## src/rtl/div_pkg.sv

```systemverilog
// rtl/div_pkg.sv - shared widths, FSM states and constants for the restoring divider
package div_pkg;
  localparam int DW = 8;
  localparam int VW = 4;
  localparam int CW = $clog2(DW);
  localparam logic [DW-1:0] DBZ_QUOT = {DW{1'b1}};

  typedef enum logic [1:0] {
    IDLE = 2'd0,
    CALC = 2'd1,
    DONE = 2'd2
  } state_t;
endpackage

```

## src/rtl/div_trial_sub.sv

```systemverilog
// rtl/div_trial_sub.sv - one restoring trial subtraction: next partial remainder and quotient bit
module div_trial_sub #(
  parameter int VW = 4
) (
  input  logic [VW:0]   r_shift,
  input  logic [VW-1:0] divisor,
  output logic [VW:0]   r_next,
  output logic          q_bit
);
  logic [VW:0] diff;

  assign diff   = r_shift - {1'b0, divisor};
  assign q_bit  = ~diff[VW];
  assign r_next = diff[VW] ? r_shift : diff;
endmodule

```

## src/rtl/seq_restoring_divider.sv

```systemverilog
// rtl/seq_restoring_divider.sv - sequential unsigned restoring divider, one quotient bit per clock
// Optional DIV_SELFCHECK_EN adds chk_err, a registered q*d+r==dividend and r<d check pulsed with done.
module seq_restoring_divider
  import div_pkg::*;
#(
  parameter int DW = div_pkg::DW,
  parameter int VW = div_pkg::VW
) (
  input  logic          clk,
  input  logic          rst,
  input  logic          start,
  input  logic [DW-1:0] dividend,
  input  logic [VW-1:0] divisor,
  output logic          busy,
  output logic          done,
  output logic [DW-1:0] quotient,
  output logic [VW-1:0] remainder,
  output logic          div_by_zero
`ifdef DIV_SELFCHECK_EN
  ,
  output logic          chk_err
`endif
);
  localparam int CNT_W = $clog2(DW);

  state_t             state_q, state_d;
  logic [CNT_W-1:0]   cnt_q, cnt_d;
  logic [DW-1:0]      dvd_q, dvd_d;
  logic [VW-1:0]      dvs_q, dvs_d;
  logic [VW:0]        rem_q, rem_d;
  logic [DW-1:0]      quo_q, quo_d;
  logic [DW-1:0]      quotient_q, quotient_d;
  logic [VW-1:0]      remainder_q, remainder_d;
  logic               dbz_q, dbz_d;
  logic               busy_q, busy_d;
  logic               done_q, done_d;
  logic [VW:0]        r_shift, r_next;
  logic               q_bit;

  div_trial_sub #(.VW(VW)) u_trial (
    .r_shift (r_shift),
    .divisor (dvs_q),
    .r_next  (r_next),
    .q_bit   (q_bit)
  );

`ifdef DIV_SELFCHECK_EN
  logic [DW-1:0]    dvd_lat_q, dvd_lat_d;
  logic             chk_err_q, chk_err_d;
  logic [DW+VW-1:0] recon;
`endif

  always_comb begin
    state_d     = state_q;
    cnt_d       = cnt_q;
    dvd_d       = dvd_q;
    dvs_d       = dvs_q;
    rem_d       = rem_q;
    quo_d       = quo_q;
    quotient_d  = quotient_q;
    remainder_d = remainder_q;
    dbz_d       = dbz_q;
    r_shift     = {rem_q[VW-1:0], dvd_q[DW-1]};
`ifdef DIV_SELFCHECK_EN
    dvd_lat_d   = dvd_lat_q;
`endif
    case (state_q)
      IDLE: begin
        if (start) begin
          dvd_d = dividend;
          dvs_d = divisor;
`ifdef DIV_SELFCHECK_EN
          dvd_lat_d = dividend;
`endif
          if (divisor == '0) begin
            state_d     = DONE;
            quotient_d  = {DW{1'b1}};
            remainder_d = '0;
            dbz_d       = 1'b1;
          end else begin
            state_d     = CALC;
            cnt_d       = CNT_W'(DW - 1);
            quo_d       = '0;
            rem_d       = '0;
            quotient_d  = '0;
            remainder_d = '0;
            dbz_d       = 1'b0;
          end
        end
      end
      CALC: begin
        rem_d = r_next;
        dvd_d = {dvd_q[DW-2:0], 1'b0};
        quo_d = {quo_q[DW-2:0], q_bit};
        if (cnt_q == '0) begin
          state_d     = DONE;
          quotient_d  = {quo_q[DW-2:0], q_bit};
          remainder_d = r_next[VW-1:0];
        end else begin
          cnt_d = cnt_q - CNT_W'(1);
        end
      end
      DONE:    state_d = IDLE;
      default: state_d = IDLE;
    endcase
    busy_d = (state_d == CALC);
    done_d = (state_d == DONE);
  end

`ifdef DIV_SELFCHECK_EN
  // Checked on the same edge that loads the final result, so chk_err lines up with done.
  always_comb begin
    recon     = {{VW{1'b0}}, quotient_d} * {{DW{1'b0}}, dvs_q} + {{DW{1'b0}}, remainder_d};
    chk_err_d = 1'b0;
    if (state_q == CALC && state_d == DONE) begin
      chk_err_d = (recon != {{VW{1'b0}}, dvd_lat_q}) || (remainder_d >= dvs_q);
    end
  end
`endif

  always_ff @(posedge clk) begin
    if (rst) begin
      state_q     <= IDLE;
      cnt_q       <= '0;
      dvd_q       <= '0;
      dvs_q       <= '0;
      rem_q       <= '0;
      quo_q       <= '0;
      quotient_q  <= '0;
      remainder_q <= '0;
      dbz_q       <= 1'b0;
      busy_q      <= 1'b0;
      done_q      <= 1'b0;
`ifdef DIV_SELFCHECK_EN
      dvd_lat_q   <= '0;
      chk_err_q   <= 1'b0;
`endif
    end else begin
      state_q     <= state_d;
      cnt_q       <= cnt_d;
      dvd_q       <= dvd_d;
      dvs_q       <= dvs_d;
      rem_q       <= rem_d;
      quo_q       <= quo_d;
      quotient_q  <= quotient_d;
      remainder_q <= remainder_d;
      dbz_q       <= dbz_d;
      busy_q      <= busy_d;
      done_q      <= done_d;
`ifdef DIV_SELFCHECK_EN
      dvd_lat_q   <= dvd_lat_d;
      chk_err_q   <= chk_err_d;
`endif
    end
  end

  assign busy        = busy_q;
  assign done        = done_q;
  assign quotient    = quotient_q;
  assign remainder   = remainder_q;
  assign div_by_zero = dbz_q;
`ifdef DIV_SELFCHECK_EN
  assign chk_err     = chk_err_q;
`endif
endmodule

```

## config.mk

```make
export PLATFORM = sky130hd
export DESIGN_NAME = seq_restoring_divider
export DESIGN_NICKNAME = d
export VERILOG_FILES = /design/src/rtl/div_pkg.sv /design/src/rtl/div_trial_sub.sv /design/src/rtl/seq_restoring_divider.sv
export SDC_FILE = /design/constraint.sdc
export NUM_CORES = 1
export LEC_CHECK = 0
export CORE_ASPECT_RATIO = 1.2
export CORE_MARGIN = 3
export CORE_UTILIZATION = 55
export CTS_BUF_LIST = sky130_fd_sc_hd__clkbuf_8
export DETAILED_ROUTE_END_ITERATION = 6
export PLACE_DENSITY = 0.78
export SKIP_LAST_GASP = 1
export SLEW_MARGIN = 20
export SYNTH_ARGS = -nofsm -noshare
export SYNTH_HDL_FRONTEND = slang
export SYNTH_SLANG_ARGS = --single-unit
```

## constraint.sdc

```tcl
create_clock -name clk -period 6.3 [get_ports clk]
set_input_delay 1.26 -clock clk [delete_from_list [all_inputs] [get_ports clk]]
set_output_delay 1.26 -clock clk [all_outputs]
set_load 0.1 [all_outputs]
```

# Word level (Yosys, flattened, before mapping)
# Cells that the tools add are included.
# classes
order_cmp	0
n_div	0
n_mul	0
reduce_logical	9
n_eq_ne	7
n_bitwise	1
add_sub_neg	2
n_shift	0
muxes	25
# op_table
op	n
8-bit two-way mux	4
8-bit one-hot mux with 2 select lines	2
4-bit two-way mux	5
4-bit one-hot mux with 2 select lines	2
7-bit two-way mux	2
7-bit one-hot mux with 2 select lines	1
3-bit two-way mux	3
2-bit inequality test (second input constant)	4
2-bit two-way mux	3
3-bit one-hot mux with 2 select lines	1
3-bit AND reduction	2
5-bit by 4-bit subtractor with 5-bit output	1
2-bit by 1-bit == test with 1-bit output (second input constant)	2
4-bit logical NOT	1
2-bit one-hot mux with 2 select lines	1
2-bit AND reduction	2
4-bit AND reduction	1
3-bit logical NOT	1
3-bit by 1-bit subtractor with 3-bit output (second input constant)	1
2-bit == test (second input constant)	1
2-bit logical NOT	1
2-bit nonzero test	1
1-bit two-way mux	1
1-bit NOT	1
# word_totals
rom_bits	0
mem_count	0
input_bits	15
ff_bits	43
mem_bits_rw	0
latch_bits	0
output_inout_bits	15
elab_cells	55

# Longest topological paths before layout
# Gate-level depths: netlist of run 1.
# logic_depth
word_depth	5
depth_mapped	8
mapped_depth_nobuf	8

# By module
# A second synthesis of run 1 with hierarchy kept.
# hier_totals
cells_unflattened	220
area_unflattened_um2	2001.9
# by_module_without_submodules
module	area_per_inst_um2	instances	cells_each	seq_area_each_um2
seq_restoring_divider	1774.2	1	192	860.8
div_trial_sub	227.7	1	28	0.0

# Least setup slack after synthesis of run 1
# No wires, ideal clock.
# synth_path
kind	input -> register
startpoint	input port divisor[0]
endpoint	register quo_q[0]
slack_ns	3.904
path_buffers	1
setup_time_ns	0.069
arrival_time_ns	2.327
cell_stages	6
required_time_ns	6.231
cell_sequence	or4_4 > a21oi_2 > or2_4 > buf_12 > nand2_2 > a21oi_2
# synth_between
elab_chain_cells	3
# synth_rtl
item	line_no	rtl
start, declared	seq_restoring_divider.sv:13	input logic [VW-1:0] divisor,
4-bit logical NOT	seq_restoring_divider.sv:75	if (divisor == '0) begin
2-bit inequality test (no source line)	n/a	
3-bit AND reduction (no source line)	n/a	
end signal, assigned	seq_restoring_divider.sv:144	quo_q <= quo_d;
end, declared	seq_restoring_divider.sv:31	logic [DW-1:0] quo_q, quo_d;
# No other way between the ends.
# A chain may end at the register's enable or synchronous reset.

# Worst setup path after layout of run 1
# layout_path
startpoint	register quotient_q[5] (netlist: quotient[5])
endpoint	output port quotient[5]
# layout_lines
item	line_no	rtl
start, declared	seq_restoring_divider.sv:32	logic [DW-1:0] quotient_q, quotient_d;
start signal, assigned	seq_restoring_divider.sv:145	quotient_q <= quotient_d;
end, declared	seq_restoring_divider.sv:16	output logic [DW-1:0] quotient,
# No word-level cell between the ends.

==> flow_metrics.env, run 1 <==
export IMPL_initial_core_util_pct=58.3
export IMPL_cp_slowest_cell="clkdlybuf4s50_1"
export IMPL_max_stage_delay_ps=1140
export IMPL_layout_drive_gt1_share_pct=12.8
export IMPL_cap_violations=0
export IMPL_die_h_um=71.7
export IMPL_syn_inst=231
export IMPL_yosys_register_bits=43
export IMPL_worst_pin_slew_ps=982
export IMPL_crit_path_start_kind="register"
export IMPL_combPwrFrac_pct=28.0
export IMPL_whs_path_depth=2
export IMPL_final_util_pct=70.3
export IMPL_grt_pass1_vias=1544
export IMPL_die_area_um2=4360
export IMPL_netSwitchingPower_uw=253
export IMPL_nNetsFinal=279
export IMPL_cts_resized=0
export IMPL_finalMaxSlewViolations=0
export IMPL_synth_cell_types=43
export IMPL_core_area_um2=3400
export IMPL_reg2reg_to="remainder[0]"
export IMPL_crit_chain="clkdlybuf4s50_1"
export IMPL_viasPerCell=5.58
export IMPL_rows=23
export IMPL_n_antenna_cell=0
export IMPL_switching_share_pct=32.6
export IMPL_worstPathMaxFanout=2
export IMPL_clkTransAtPathRegs_ps=80
export IMPL_yosys_warnings=0
export IMPL_hold_end="dvs_q[2]"
export IMPL_yosysSeqAreaShare_pct=43.5
export IMPL_root_buffer="clkbuf_8"
export IMPL_period_share_pct=48.2
export IMPL_grt_pass1_wl_mm=6.96
export IMPL_drtAntennaViolNets=0
export IMPL_arrival_ps=1770
export IMPL_avgSynthCellArea_um2=8.56
export IMPL_routed_wl_mm=4.07
export IMPL_hp_start="dvs_q[2]"
export IMPL_clock_power_share_pct=31.9
export IMPL_synthTopCellsByArea="dfxtp_1 44%, nand2_1 5.9%, nor2_1 5.3%"
export IMPL_io_buffer_count=29
export IMPL_status="complete, no violations"
export IMPL_finalSetupViolCount=0
export IMPL_hold_violations=0
export IMPL_yosysMostFrequentCell="dfxtp_1"
export IMPL_numCtsBuffers=5
export IMPL_area_delta_synth_final_pct=20.7
export IMPL_post_cts_buffers=0
export IMPL_setup_tns_ps=0
export IMPL_synth_async_sr_flop_share_pct=0
export IMPL_via_count=1647
export IMPL_dp_hpwl_mm=2.92
export IMPL_gp_congestion=0.852
export IMPL_synth_area_um2=1980
export IMPL_final_setup_skew_ps=7.07
export IMPL_ios=30
export IMPL_cp_data_required_time_ps=5040
export IMPL_p_leak_nw=0.885
export IMPL_rsz0062_at_grt="no"
export IMPL_tritoncts="built"
export IMPL_die_w_um=60.7
export IMPL_synth_top_area_share_pct=43.5
export IMPL_min_path_type="register to register"
export IMPL_synth_enable_flop_cells=0
export IMPL_r2r_start="dvd_q[7]"
export IMPL_insertion_delay_ps=290
export IMPL_critPathBufInv=1
export IMPL_clockBufferDepth=2
export IMPL_wl_per_cell_um=13.8
export IMPL_grt_remaining_overflow=0
export IMPL_power_uw=778
export IMPL_worstRegToRegCells=8
export IMPL_p_int_uw=525
export IMPL_first_pass_iters=4
export IMPL_criticalPathCategory="register to output port"
export IMPL_r2r_slack_ps=3870
export IMPL_fin_crit_ps=3030
export IMPL_htree_levels=2
export IMPL_max_freq_ghz=0.330
export IMPL_ctsHoldBuffers=0
export IMPL_final_cells=295
export IMPL_drc_errors=0
export IMPL_grt_max_degree=28
export IMPL_netlist_top_cells_count="43 x dfxtp_1, 31 x nand2_1, 28 x nor2_1"
export IMPL_ir_drop_mv=0.226
export IMPL_endpoint_kind="output port"
export IMPL_synthFlopType="dfxtp_1"
export IMPL_cts_sinks=43
export IMPL_crit_family="buffers and inverters"
export IMPL_seq_power_share_pct=40.1
export IMPL_relSlewSlack_pct=34.3
export IMPL_dp_cells=287
export IMPL_antenna_found_initial=0
export IMPL_crit_start="quotient[5]"
export IMPL_grt_usage_pct=20.6
export IMPL_powerDensity_nw_per_um2=326
export IMPL_synth_top_area_cell="dfxtp_1"
export IMPL_syn_nets=253
export IMPL_drt_iter0_markers=81
[flip-flops by register name, indices dropped and copies added, names as in the netlist]
| name | count |
|---|---|
| dvd_q | 8 |
| quotient | 8 |
| quo_q | 7 |
| dvs_q | 4 |
| rem_q | 4 |
| remainder | 4 |
| cnt_q | 3 |
| state_q | 2 |
| busy | 1 |
| div_by_zero | 1 |
| done | 1 |
[worst max path at each step]
| stage | cells after the start | to | slack [ps] |
|---|---|---|---|
| finish | 1 | quotient[5] | 3270 |
| global placement | 7 | remainder[3] | 3260 |
| global route | 1 | quotient[7] | 3220 |
| CTS | 1 | div_by_zero | 3250 |
| detailed placement | 7 | remainder[3] | 3210 |
| floorplan | 6 | quo_q[0] | 3900 |
[cells in the final DEF (no fill, tap or decap), types with 2 or more instances in the layout]
master	count
clkbuf_8	5
nor2_1	28
bufinv_16	2
a311oi_1	8
a21oi_1	12
inv_1	13
ha_1	6
o21ai_0	16
nor2b_1	2
mux2i_1	3
nand2_2	7
nand3_1	5
clkdlybuf4s50_1	29
o311ai_0	2
nand2b_1	3
nand2_1	31
dfxtp_1	43
mux2_2	2
nor3_1	9
a31oi_1	2
a21oi_2	9
and2_1	2
[through the flow]
step	worst slack [ps]	hold WS [ps]	area, um2
finish	3270	465	2390
global route	3220	479	2390
CTS	3250	465	2390
detailed placement	3210	449	2260
global placement	3260	441	2260
floorplan	3900	436	1980
[logic make-up (layout without fill, tap and decap cells)]
kind of cell    count (synthesis)  after routing  share of synthesized area, %
simple gates                   95             95                          22.5
compound gates                 56             56                          19.6
flops                          43             43                          43.5
buf+inv                        23             50                          5.63
fa+ha+maj                       7              7                          4.81
mux                             5              5                          2.66
xor+xnor                        2              2                          1.27
[metal layers]
metal,vias to the layer above,share of wire [%],global-route usage [%]
li1,843,-,-
met1,767,47,26.9
met2,32,49,34.1
met3,5,3.8,5.05
met4,0,0.54,4.34
met5,-,0,0
[power groups by stage]
stage	logic [mW]	registers, mW	clock network, mW
2_1_floorplan	0.113	0.376	0
3_3_place_gp	0.215	0.318	0
3_5_place_dp	0.218	0.318	0
4_1_cts	0.219	0.312	0.252
5_1_grt	0.237	0.316	0.261
6_report	0.218	0.312	0.248
[area by class of cell]
type | instances | area, um2
Inverter | 12 | 45.0
Clock buffer | 5 | 68.8
Fill cell | 276 | 1010
Tap cell | 37 | 46.3
Timing Repair Buffer | 30 | 298
Sequential cell | 43 | 861
Clock inverter | 3 | 63.8
Multi-Input combinational cell | 165 | 1010
Note: power is estimated with default switching activity, not from simulation.
==> run 2, diff against run 1 <==
==> constraint.sdc (replaced) <==
create_clock -name clk -period 3.2 [get_ports clk]
set_input_delay 0.64 -clock clk [delete_from_list [all_inputs] [get_ports clk]]
set_output_delay 0.64 -clock clk [all_outputs]
set_load 0.1 [all_outputs]
==> run 2 against run 1 <==
  * Global-route usage is 1.0 points higher
  * Clock skew fell by 1.4 ps
  * Utilization down 0.99 points
  * Combinational power increased by 94%
  * Sequential power grew 97%
  * First-iteration DRC count fell by 6.2%
  * Non-clock buffer count did not move
  * Largest cell class unchanged
==> flow_metrics.env, run 2 (synthesized netlist as in run 1, its figures left out) <==
export IMPL_period_share_pct=75.9
export IMPL_drc_errors=0
export IMPL_routed_wl_mm=4.24
export IMPL_ctsHoldBuffers=0
export IMPL_initial_core_util_pct=58.3
export IMPL_die_w_um=60.7
export IMPL_powerDensity_nw_per_um2=655
export IMPL_antenna_found_initial=0
export IMPL_endpoint_kind="register"
export IMPL_rsz0062_at_grt="no"
export IMPL_layout_commonest_cell="dfxtp_1"
export IMPL_grt_pass1_vias=1589
export IMPL_crit_start="dvd_q[7]"
export IMPL_dp_hpwl_mm=3.02
export IMPL_grt_pass1_wl_mm=7.17
export IMPL_drtAntennaViolNets=0
export IMPL_drt_iter0_markers=76
export IMPL_crit_path_start_kind="register"
export IMPL_ir_drop_mv=0.478
export IMPL_worstRegToRegCells=8
export IMPL_io_buffer_count=29
export IMPL_power_mw=1.54
export IMPL_arrival_ps=2650
export IMPL_setup_tns_ps=0
export IMPL_post_cts_buffers=0
export IMPL_rows=23
export IMPL_finalMaxSlewViolations=0
export IMPL_whs_path_depth=2
export IMPL_gp_congestion=0.849
export IMPL_viasPerCell=5.58
export IMPL_relSlewSlack_pct=63.1
export IMPL_grt_max_degree=27
export IMPL_r2r_start="dvd_q[7]"
export IMPL_fillers=287
export IMPL_numCtsBuffers=5
export IMPL_ios=30
export IMPL_cts_sinks=43
export IMPL_cts_resized=0
export IMPL_via_count=1645
export IMPL_final_setup_skew_ps=5.69
export IMPL_htree_levels=2
export IMPL_root_buffer="clkbuf_8"
export IMPL_clkTransAtPathRegs_ps=80
export IMPL_layout_drive_gt1_share_pct=19.0
export IMPL_worst_pin_slew_ps=553
export IMPL_tritoncts="built"
export IMPL_die_area_um2=4360
export IMPL_core_area_um2=3400
export IMPL_hp_start="quo_q[2]"
export IMPL_layout_common_cells="43 x dfxtp_1, 31 x nand2_1, 28 x nor2_1"
export IMPL_first_pass_iters=4
export IMPL_fin_crit_ps=2430
export IMPL_p_leak_nw=0.907
export IMPL_cp_data_required_time_ps=3420
export IMPL_insertion_delay_ps=300
export IMPL_die_h_um=71.7
export IMPL_n_antenna_cell=0
export IMPL_finalSetupViolCount=0
export IMPL_wl_per_cell_um=14.4
export IMPL_max_freq_ghz=0.412
export IMPL_criticalPathCategory="register to register"
export IMPL_nNetsFinal=279
export IMPL_status="complete, no violations"
export IMPL_clockBufferDepth=2
export IMPL_hold_violations=0
export IMPL_seq_area_um2=861
export IMPL_grt_remaining_overflow=0
export IMPL_grt_usage_pct=21.6
export IMPL_cap_violations=0
export IMPL_min_path_type="register to register"
export IMPL_worstPathMaxFanout=6
export IMPL_area_delta_synth_final_pct=19.0
export IMPL_multi_input_area_um2=1010
run 2: critical path, cell delays in order, from the launching register on:
cell,delay [ps]
dfxtp_1,350
inv_1,60
ha_1,220
fa_1,430
nand2b_1,190
a21oi_2,210
xor2_2,330
mux2_2,380
o21ai_0,180
run 2: path summary, 6_finish.rpt:
path	end	slack, ps
setup reg to reg	rem_q[0]	770
hold reg to reg	quo_q[2]	470
hold / removal	quo_q[2]	470
setup / recovery	rem_q[0]	770
run 2: metrics by stage:
| stage | worst slack, ps | std cells | hold WS (ps) | cell area (um2) | util [%] |
|---|---|---|---|---|---|
| final | 772 | 295 | 467 | 2350 | 69.3 |
| after global routing | 570 | 295 | 483 | 2350 | 69.3 |
| after CTS | 772 | 295 | 467 | 2350 | 69.3 |
| after detailed placement | 842 | 287 | 452 | 2220 | 65.3 |
| after global placement | 859 | 287 | 439 | 2220 | 65.3 |
| after floorplan | 1050 | 231 | 436 | 1980 | - |
run 2: per-layer routing:
metal  vias to the layer above  share of wire [%]  track usage (%)
met5                         -                  0                0
met4                         0               0.75             5.78
met3                         4                3.6             5.23
met2                        26                 51             34.8
met1                       769                 44             28.6
li1                        846                  -                -
run 2: report_power, final:
group / leakage [nW] / switching, mW / internal [mW]
clock network: 0.0644 / 0.192 / 0.311
logic: 0.490 / 0.287 / 0.137
registers: 0.352 / 0.0331 / 0.583
run 2: area by class of cell:
type / count / share of cell area [%]
Multi-Input combinational cell: 165 / 42.7
Sequential cell: 43 / 36.6
Tap cell: 37 / 1.97
Inverter: 12 / 1.91
Timing Repair Buffer: 30 / 11.1
Clock inverter: 3 / 2.87
Clock buffer: 5 / 2.92
==> run 3, diff against run 2 <==
--- a/config.mk
+++ b/config.mk
@@ -7,10 +7,10 @@
 export LEC_CHECK = 0
 export CORE_ASPECT_RATIO = 1.2
 export CORE_MARGIN = 3
-export CORE_UTILIZATION = 55
+export CORE_UTILIZATION = 50
 export CTS_BUF_LIST = sky130_fd_sc_hd__clkbuf_8
 export DETAILED_ROUTE_END_ITERATION = 6
-export PLACE_DENSITY = 0.78
+export PLACE_DENSITY = 0.75
 export SKIP_LAST_GASP = 1
 export SLEW_MARGIN = 20
 export SYNTH_ARGS = -nofsm -noshare
==> constraint.sdc (replaced) <==
create_clock -name clk -period 2.1 [get_ports clk]
set_input_delay 0.42 -clock clk [delete_from_list [all_inputs] [get_ports clk]]
set_output_delay 0.42 -clock clk [all_outputs]
set_load 0.1 [all_outputs]
==> run 3 against run 2 <==
  * Combinational power rose by 91%
  * Clock power rose by 5.8%
  * Die area rose by 9.1%
  * Final cell count rose by 9.2%
  * Critical path type unchanged
  * Highest routed layer unchanged
==> flow_metrics.env, run 3 (synthesized netlist as in run 1, its figures left out) <==
export IMPL_status="complete, no violations"
export IMPL_max_freq_ghz=0.491
export IMPL_grt_remaining_overflow=0
export IMPL_rows=24
export IMPL_hold_slack_ps=453
export IMPL_ios=30
export IMPL_ctsHoldBuffers=0
export IMPL_antenna_found_initial=0
export IMPL_cp_slowest_cell="fa_2"
export IMPL_fin_crit_ps=2040
export IMPL_critPathBufInv=2
export IMPL_finalMaxSlewViolations=0
export IMPL_tritoncts="built"
export IMPL_final_util_pct=67.4
export IMPL_grt_max_degree=27
export IMPL_root_buffer="clkbuf_8"
export IMPL_worst_pin_slew_ps=536
export IMPL_viasPerCell=5.25
export IMPL_layout_drive_gt1_share_pct=25.6
export IMPL_initial_core_util_pct=53.1
export IMPL_relSlewSlack_pct=64.3
export IMPL_nNetsFinal=292
export IMPL_io_buffer_count=29
export IMPL_area_delta_synth_final_pct=26.8
export IMPL_cp_data_required_time_ps=2290
export IMPL_worstPathMaxFanout=3
export IMPL_cap_violations=0
export IMPL_routed_wl_mm=4.43
export IMPL_die_area_um2=4750
export IMPL_crit_chain="inv_2 > ha_4 > fa_2 > nand2b_4 > a21oi_4 > xor2_2 > buf_6 > mux2i_4 > o21ai_1"
export IMPL_core_area_um2=3720
export IMPL_powerDensity_nw_per_um2=908
export IMPL_grt_pass1_vias=1507
export IMPL_p_leak_nw=0.968
export IMPL_post_place_ws_ps=-100
export IMPL_clockBufferDepth=2
export IMPL_first_pass_iters=4
export IMPL_die_w_um=63.4
export IMPL_n_antenna_cell=0
export IMPL_insertion_delay_ps=300
export IMPL_die_h_um=74.9
export IMPL_period_share_pct=96.9
export IMPL_ir_drop_mv=0.582
export IMPL_min_path_type="register to register"
export IMPL_htree_levels=2
export IMPL_crit_family="adder cells"
export IMPL_dp_hpwl_mm=3.01
export IMPL_clkTransAtPathRegs_ps=80
export IMPL_drc_errors=0
export IMPL_cts_sinks=43
export IMPL_crit_path_start_kind="register"
export IMPL_drtAntennaViolNets=0
export IMPL_layout_common_cells="42 x dfxtp_1, 30 x nand2_1, 28 x nor2_1"
export IMPL_endpoint_kind="register"
export IMPL_via_count=1692
export IMPL_numCtsBuffers=5
export IMPL_arrival_ps=2230
export IMPL_setup_slack_ps=64.7
export IMPL_hold_violations=0
export IMPL_grt_usage_pct=19.2
export IMPL_wl_per_cell_um=13.7
export IMPL_max_stage_delay_ps=360
export IMPL_rsz0062_at_grt="yes"
export IMPL_final_setup_skew_ps=8.90
export IMPL_drt_iter0_markers=109
export IMPL_gp_congestion=0.909
export IMPL_finalSetupViolCount=0
export IMPL_grt_pass1_wl_mm=7.11
export IMPL_criticalPathCategory="register to register"
export IMPL_layout_commonest_cell="dfxtp_1"
-- run 3: where the power goes --
| part | internal, mW | total [mW] | switching (mW) | leakage [nW] |
|---|---|---|---|---|
| Combinational | 0.315 | 0.808 | 0.492 | 0.568 |
| Clock | 0.258 | 0.532 | 0.274 | 0.0470 |
| Sequential | 0.889 | 0.937 | 0.0489 | 0.353 |
-- run 3: worst paths after layout --
check / end / cells past startpoint / startpoint / slack [ps]
worst max-delay path: rem_q[2] / 9 / dvd_q[7] / 60
worst min-delay path: remainder[0] / 2 / remainder[0] / 450
worst max register to register: rem_q[2] / 9 / dvd_q[7] / 60
worst min register to register: remainder[0] / 2 / remainder[0] / 450
-- run 3: layer usage --
metal	track usage (%)	part of all wire (%)
met1	24.6	46
met2	32.4	49
met3	3.88	3.8
met4	7.19	1.3
met5	0	0
-- run 3: stage by stage --
| stage | std cells | power (mW) | setup TNS (ps) | instance area, um2 |
|---|---|---|---|---|
| global route | 322 | 2.39 | -19.3 | 2510 |
| detailed placement | 311 | 1.64 | -288 | 2320 |
| global placement | 311 | 1.63 | -104 | 2320 |
| floorplan | 231 | 1.47 | -34.7 | 1980 |
| finish | 322 | 2.28 | 0 | 2510 |
| CTS | 321 | 2.22 | 0 | 2440 |
-- run 3: worst register-to-register path, delay by kind of cell, from the launching register on --
family	cells	cell delay [ps]
xor gates and xnor gates	1	220
and+or+nand+nor	1	150
DFF	1	350
AOI/OAI and AO/OA	2	260
buffers and inverters	2	200
adders and majority gates	2	520
muxes	1	230
-- run 3: what timing repair did --
item	4_1_cts	5_1_grt
resized for setup	4	13
cloned	0	0
endpoints found under the setup margin	6	9
setup buffers	3	1
pin swaps	2	3
-- run 3: layout make-up --
class	instances	area [um2]
tap	52	65.1
clock buffer	6	82.6
sequential	43	862
fill	330	1210
clock inverter	1	5.00
timing repair buffer	43	378
multi-input combinational	165	1070
inverter	12	45.0
